$ cat config.mk
export PLATFORM = sky130hd
export DESIGN_NAME = sd_rd_arbiter
export DESIGN_NICKNAME = d
export VERILOG_FILES = /design/src/rtl/sd_rd_arbiter.sv
export SDC_FILE = /design/constraint.sdc
export NUM_CORES = 1
export LEC_CHECK = 0
export CAP_MARGIN = 20
export CORE_AREA = 4 4 167 104
export CTS_BUF_LIST = sky130_fd_sc_hd__clkbuf_4
export CTS_CLUSTER_SIZE = 10
export DETAILED_ROUTE_END_ITERATION = 12
export DIE_AREA = 0 0 171 108
export DONT_BUFFER_PORTS = 1
export PLACE_DENSITY = 0.69
export SLEW_MARGIN = 0
export SYNTH_ARGS = -nofsm -noshare
export SYNTH_HDL_FRONTEND = slang
export SYNTH_SLANG_ARGS = --single-unit
$ cat constraint.sdc
create_clock -name clk -period 6 [get_ports clk]
set_clock_uncertainty 0.2 [all_clocks]
set_input_delay 1.2 -clock clk [delete_from_list [all_inputs] [get_ports clk]]
set_output_delay 1.2 -clock clk [all_outputs]
set_load 0.1 [all_outputs]
$ cat src/rtl/sd_rd_arbiter.sv
// sd_rd_arbiter: round-robin scheduler sharing one SD sector-read engine between two burst requesters; define SD_ARB_TIMEOUT_EN to add a per-sector watchdog
module sd_rd_arbiter #(
  parameter int          SEC_CNT_W   = 16,
  parameter logic [31:0] TIMEOUT_CYC = 32'd50_000_000
) (
  input  logic                 clk,
  input  logic                 rst_n,
  input  logic                 req0,
  input  logic                 req1,
  input  logic [31:0]          addr0,
  input  logic [31:0]          addr1,
  input  logic [SEC_CNT_W-1:0] num0,
  input  logic [SEC_CNT_W-1:0] num1,
  output logic                 ack0,
  output logic                 ack1,
  output logic                 done0,
  output logic                 done1,
  output logic                 err,
  output logic                 owner,
  output logic                 arb_busy,
  input  logic                 rd_busy,
  output logic                 rd_start_en,
  output logic [31:0]          rd_sec_addr,
  input  logic                 sd_rd_val_en,
  input  logic [15:0]          sd_rd_val_data,
  output logic                 val_en0,
  output logic                 val_en1,
  output logic [15:0]          val_data
);
  typedef enum logic [2:0] {IDLE, GRANT, ISSUE, WAIT, FIN} state_t;
  state_t               state_q;
  logic                 d0_q, d1_q, neg, to_hit, gnt, in_burst;
  logic                 owner_q, ack0_q, ack1_q, done0_q, done1_q, err_q, busy_q, start_q, ve0_q, ve1_q;
  logic [31:0]          base_q, addr_q;
  logic [15:0]          data_q;
  logic [SEC_CNT_W-1:0] num_q, cnt_q;
  assign neg         = d1_q & ~d0_q;
  assign gnt         = (req0 & req1) ? ~owner_q : req1;
  assign in_burst    = (state_q == ISSUE) || (state_q == WAIT);
  assign ack0        = ack0_q;
  assign ack1        = ack1_q;
  assign done0       = done0_q;
  assign done1       = done1_q;
  assign err         = err_q;
  assign owner       = owner_q;
  assign arb_busy    = busy_q;
  assign rd_start_en = start_q;
  assign rd_sec_addr = addr_q;
  assign val_en0     = ve0_q;
  assign val_en1     = ve1_q;
  assign val_data    = data_q;
`ifdef SD_ARB_TIMEOUT_EN
  logic [31:0] to_q;
  // cycles elapsed since the current sector was started
  always_ff @(posedge clk or negedge rst_n)
    if (!rst_n) to_q <= '0;
    else        to_q <= (state_q == WAIT) ? to_q + 32'd1 : 32'd1;
  assign to_hit = to_q == TIMEOUT_CYC - 32'd1;
`else
  assign to_hit = 1'b0 & (TIMEOUT_CYC != 32'd0);
`endif
  // busy-fall sync, data routing and burst FSM with registered outputs
  always_ff @(posedge clk or negedge rst_n) begin
    if (!rst_n) begin
      state_q <= IDLE;
      {d0_q, d1_q} <= 2'b00;
      owner_q <= 1'b1;
      {ack0_q, ack1_q, done0_q, done1_q, err_q, busy_q, start_q, ve0_q, ve1_q} <= '0;
      base_q <= '0;
      addr_q <= '0;
      data_q <= '0;
      num_q <= '0;
      cnt_q <= '0;
    end else begin
      d0_q <= rd_busy;
      d1_q <= d0_q;
      {ack0_q, ack1_q, done0_q, done1_q, err_q, start_q} <= '0;
      ve0_q <= sd_rd_val_en & in_burst & ~owner_q;
      ve1_q <= sd_rd_val_en & in_burst & owner_q;
      data_q <= sd_rd_val_data;
      case (state_q)
        IDLE: if (req0 | req1) begin
          owner_q <= gnt;
          base_q <= gnt ? addr1 : addr0;
          num_q <= gnt ? num1 : num0;
          ack0_q <= ~gnt;
          ack1_q <= gnt;
          busy_q <= 1'b1;
          cnt_q <= '0;
          state_q <= GRANT;
        end
        GRANT: if (num_q == '0) begin
          done0_q <= ~owner_q;
          done1_q <= owner_q;
          busy_q <= 1'b0;
          state_q <= FIN;
        end else begin
          start_q <= 1'b1;
          addr_q <= base_q;
          state_q <= ISSUE;
        end
        ISSUE: state_q <= WAIT;
        WAIT: if (neg) begin
          if (cnt_q == num_q - SEC_CNT_W'(1)) begin
            done0_q <= ~owner_q;
            done1_q <= owner_q;
            busy_q <= 1'b0;
            state_q <= FIN;
          end else begin
            cnt_q <= cnt_q + SEC_CNT_W'(1);
            addr_q <= base_q + 32'(cnt_q) + 32'd1;
            start_q <= 1'b1;
            state_q <= ISSUE;
          end
        end else if (to_hit) begin
          err_q <= 1'b1;
          busy_q <= 1'b0;
          state_q <= FIN;
        end
        default: state_q <= IDLE;
      endcase
    end
  end
endmodule

# Word level (Yosys, flattened, before mapping)
# Cells that the tools add are included.
[word_totals]
ff_bits = 126
out_inout_bits = 58
elab_cells = 88
[op_classes]
n_addsub = 4
eq_ne = 10
muxes = 37
bitwise_logic = 9
reduce_logical = 11
[op_table]
columns = ["operator", "count"]
rows = [
  ["32-bit 2-to-1 mux", 4],
  ["16-bit 2-to-1 mux", 4],
  ["32-bit case mux with 2 select lines", 1],
  ["32-bit by 1-bit adder with 32-bit output, second input constant", 1],
  ["32-bit by 16-bit adder with 32-bit output", 1],
  ["16-bit case mux with 2 select lines", 1],
  ["1-bit 2-to-1 mux", 18],
  ["16-bit by 1-bit adder with 16-bit output, second input constant", 1],
  ["16-bit == test", 1],
  ["16-bit zero test", 1],
  ["16-bit by 1-bit subtractor with 16-bit output, second input constant", 1],
  ["3-bit 2-to-1 mux", 4],
  ["3-bit case mux with 4 select lines", 1],
  ["2-bit != test, second input constant", 5],
  ["4-bit AND reduction", 2],
  ["3-bit by 2-bit == test with 1-bit output, second input constant", 2],
  ["1-bit case mux with 2 select lines", 3],
  ["1-bit AND", 5],
  ["5-bit AND reduction", 1],
  ["2-bit AND reduction", 2],
  ["2-bit nonzero test", 2],
  ["3-bit by 1-bit == test with 1-bit output, second input constant", 1],
  ["3-bit zero test", 1],
  ["1-bit inverter", 3],
  ["5 further kinds", 5],
]

# Depth between registers and ports, before layout
[logic_depth]
depth_word = 5
ltp_mapped = 12
mapped_depth_nobuf = 12

# Least setup slack after synthesis
# Ideal clock, no wire load.
[synth_timing]
kind = "flip-flop to flip-flop"
startpoint = "register num_q[3]"
endpoint = "register addr_q[0] (netlist: rd_sec_addr[0])"
setup_time_ps = 126
arrival_time_ps = 2661
required_ps = 5674
setup_slack_ps = 3013
stages_incl_launch_ff = 10
n_path_buf = 1
synth_period_minus_slack_ps = 2987
cell_sequence = "dfrtp_1 > or4_4 > nor4_1 > o32ai_1 > a2111oi_4 > nand4_2 > o211ai_2 > a21boi_2 > buf_6 > mux2_4"
[synth_via]
elab_chain_cells = 4
word_cells_on_any_way = 6
cone_classes = "add/sub (1); eq/ne (3); reduce/logical (2)"
[synth_rtl]
columns = ["element", "line_no", "rtl"]
rows = [
  ["from (decl)", "36", "logic [SEC_CNT_W-1:0] num_q, cnt_q;"],
  ["from (signal assigned)", "85", "num_q <= gnt ? num1 : num0;"],
  ["16-bit by 1-bit subtractor with 16-bit output", "104", "if (cnt_q == num_q - SEC_CNT_W'(1)) begin"],
  ["16-bit == test", "104", ""],
  ["2-bit != test (no source line)", "--", ""],
  ["4-bit AND reduction (no source line) *", "--", ""],
  ["to (signal assigned)", "99", "addr_q <= base_q;"],
  ["to (signal assigned)", "111", "addr_q <= base_q + 32'(cnt_q) + 32'd1;"],
  ["to (decl)", "34", "logic [31:0] base_q, addr_q;"],
]
# Every way passes the cells marked *; elsewhere a longest branch is shown, timed or not.
# A chain may end at the register's enable or synchronous reset.

# Worst setup path in the final report
[layout_timing]
startpoint = "register num_q[3]"
endpoint = "register addr_q[20] (netlist: rd_sec_addr[20])"
# Same word-level chain as after synthesis.

==> flow_metrics.env <==
export IMPL_grt_pass1_wl_mm=29.2
export IMPL_antenna_left=0
export IMPL_setup_violations=0
export IMPL_cell_taking_the_most_area_after_synthesis="dfrtp_1"
export IMPL_cts_sink_count=126
export IMPL_placed_area_mm2=0.00722
export IMPL_setup_tns_final_ps=0
export IMPL_grt_overflow_total=0
export IMPL_drcViolationCount=0
export IMPL_final_common_cell="dfrtp_1"
export IMPL_clock_tree_root_cell="clkbuf_4"
export IMPL_grt_start_max_net_pins=127
export IMPL_synthesis_yosys_warnings=0
export IMPL_synth_top_cell_area_share_pct=44.4
export IMPL_worst_path_max_fanout=20
export IMPL_timing_final_crit_share_pct=66.5
export IMPL_period_minus_slack_ps=3990
export IMPL_final_hold_viol_count=0
export IMPL_hold_ws_ps=141
export IMPL_synth_seq_cells=126
export IMPL_drt_first_pass_iters=6
export IMPL_cts_buffer_depth=2
export IMPL_gp_congestion=0.825
export IMPL_sequential_cell_area_mm2=0.00315
export IMPL_synthesis_nets=848
export IMPL_full_die_area_mm2=0.0185
export IMPL_timing_hold_worst_class="in -> async"
export IMPL_most_frequent_cells_in_the_layout="dfrtp_1, nand2_1, o21ai_0"
export IMPL_detail_route_vias_per_cell=5.97
export IMPL_synth_async_reset_ratio_pct=100
export IMPL_synth_area_per_cell_um2=9.90
export IMPL_end_kind="register"
export IMPL_clk_pin_slew_ps=150
export IMPL_worstSkewPairLatency_ps=530
export IMPL_seq_area_frac_synth_pct=44.8
export IMPL_power_per_cell_area_mw_per_mm2=393
export IMPL_worstMarginPinSlew_ps=1100
export IMPL_cts_setup_buffers=0
export IMPL_tritoncts_num_buffers=17
export IMPL_dp_hpwl_mm=13.7
export IMPL_first_iter_violations=406
export IMPL_chipWidth_um=171
export IMPL_htree_depth=4
export IMPL_ys_flop_type="dfrtp_1"
export IMPL_fmax_mhz=251
export IMPL_run_status="finished, final reports clean"
export IMPL_via_count=5514
export IMPL_grt_antenna_before_repair=1
export IMPL_post_route_cell_area_mm2=0.00757
export IMPL_totalPowerFinal_mw=2.97
export IMPL_io_pins=176
export IMPL_tritoncts="done"
export IMPL_multiInputGateArea_mm2=0.00373
export IMPL_largest_cells_by_area_after_synthesis="dfrtp_1, mux2_4, o21ai_0, a22oi_1, nand2_1"
export IMPL_count_of_different_cell_masters_after_synthesis=67
export IMPL_synth_edf_count=0
export IMPL_fill_cells=1499
export IMPL_grt_pass1_vias=5292
export IMPL_setup_worst_path_start_class="register"
export IMPL_drt_wirelength_per_cell_um=20.3
export IMPL_routed_wirelength_mm=18.8
export IMPL_place_port_buffers=0
export IMPL_maxSlewViolCount=0
export IMPL_core_area_mm2=0.0159
export IMPL_die_height_um=108
export IMPL_syn_cell_area_mm2=0.00704
export IMPL_grt_usage_pct=20.3
export IMPL_cp_data_required_time_ps=6200
export IMPL_max_slew_margin_rel_pct=26.1
export IMPL_postSynthCellCount=711
export IMPL_grt_setup_unrepaired="false"
export IMPL_post_cts_resize_count=0
export IMPL_floorplan_initialDensity_pct=44.1
export IMPL_p_leak_nw=3.29
export IMPL_finalNetCount=838
export IMPL_num_rows=36
export IMPL_area_delta_synth_final_pct=7.57
export IMPL_power_ir_vdd_worst_mv=0.238
export IMPL_data_arrival_critical_path_ps=4190
export IMPL_drv_max_cap_violation_count=0
export IMPL_final_layout_size_suffix_gt1_share_pct=13.0
export IMPL_critical_path_class="reg -> reg"
export IMPL_hold_buffers=0
-- worst max-delay path, cell delays in order, from the launching register on --
cell and delay [ps]:
dfrtp_1 500, nor4_2 440, nand3_1 220, o311ai_0 470
a32oi_1 130, nand4_2 210, o211ai_2 120, a21boi_4 820
buf_4 420, mux2_4 330
-- Yosys cell counts (all sizes together), types with 2 or more instances --
master / instances
dfrtp: 125
nand2: 88
o21ai: 78
a22oi: 48
mux2: 32
nor2: 31
clkbuf: 29
a21oi: 25
xnor2: 25
xor2: 22
ha: 18
nand3: 17
and3: 13
nor3: 13
or3: 12
o31ai: 11
inv: 10
a21o: 8
a31oi: 8
and2: 8
nand2b: 7
or4: 7
a31o: 6
buf: 6
a2111oi: 5
nand4: 5
nor2b: 5
o22ai: 5
a211oi: 4
and4: 4
nor4: 4
a21boi: 3
a221oi: 3
o211ai: 3
o21a: 3
nand3b: 2
o21bai: 2
o311ai: 2
-- final cells by class --
type | count | share of cell area, %
sequential | 126 | 41.7
timing repair buffer | 6 | 0.859
multi-input combinational | 540 | 49.2
clock buffer | 17 | 1.69
inverter | 10 | 0.496
clock inverter | 15 | 2.61
tap | 209 | 3.45
antenna | 1 | 0.0330
-- flip-flops by register name, indices dropped and copies added (netlist names), 3 cells and up --
register / count
base_q: 32
rd_sec_addr: 32
cnt_q: 16
num_q: 16
val_data: 16
state_q: 3
-- cell families after synthesis --
logic type               after synthesis  synth area share [%]
adder cells (fa/ha/maj)               19                  3.48
buffers and inverters                 45                  2.79
AND/OR/NAND/NOR                      219                  15.7
XOR/XNOR                              47                  5.85
AO/OA/AOI/OAI                        221                  20.5
flip-flops                           126                  44.8
multiplexers                          33                  6.81
other                                  1                0.0533
-- metal layers --
metal,routed length (µm),vias to the layer above,global-route usage (%)
met1,9610,2667,31.6
li1,-,2604,-
met4,103,0,3.62
met3,1550,14,6.47
met2,7480,229,27.7
met5,0,-,0
-- path summary, 6_finish.rpt --
kind                       startpoint  cells past startpoint         endpoint  slack (ps)
min in group clk                 d0_q                      0             d1_q         210
setup / recovery             num_q[3]                      9  rd_sec_addr[20]        2010
setup reg to reg             num_q[3]                      9  rd_sec_addr[20]        2010
max in group asynchronous       rst_n                      0            owner        5190
hold / removal                  rst_n                      0         num_q[2]         140
hold reg to reg                  d0_q                      0             d1_q         210
-- power breakdown --
group | leakage [nW] | internal, mW | total, mW | switching, mW
Clock | 0.174 | 0.305 | 0.683 | 0.377
Sequential | 1.56 | 0.973 | 1.72 | 0.747
Combinational | 1.56 | 0.286 | 0.571 | 0.286
-- metrics by stage --
stage | setup slack [ps] | util [%] | instances
after floorplan | 3010 | - | 711
after global placement | 2180 | 45.3 | 890
after detailed placement | 2060 | 45.3 | 890
after CTS | 2000 | 47.3 | 922
after global routing | 1680 | 47.5 | 924
final | 2010 | 47.5 | 924
(Power assumes the default switching activity.)
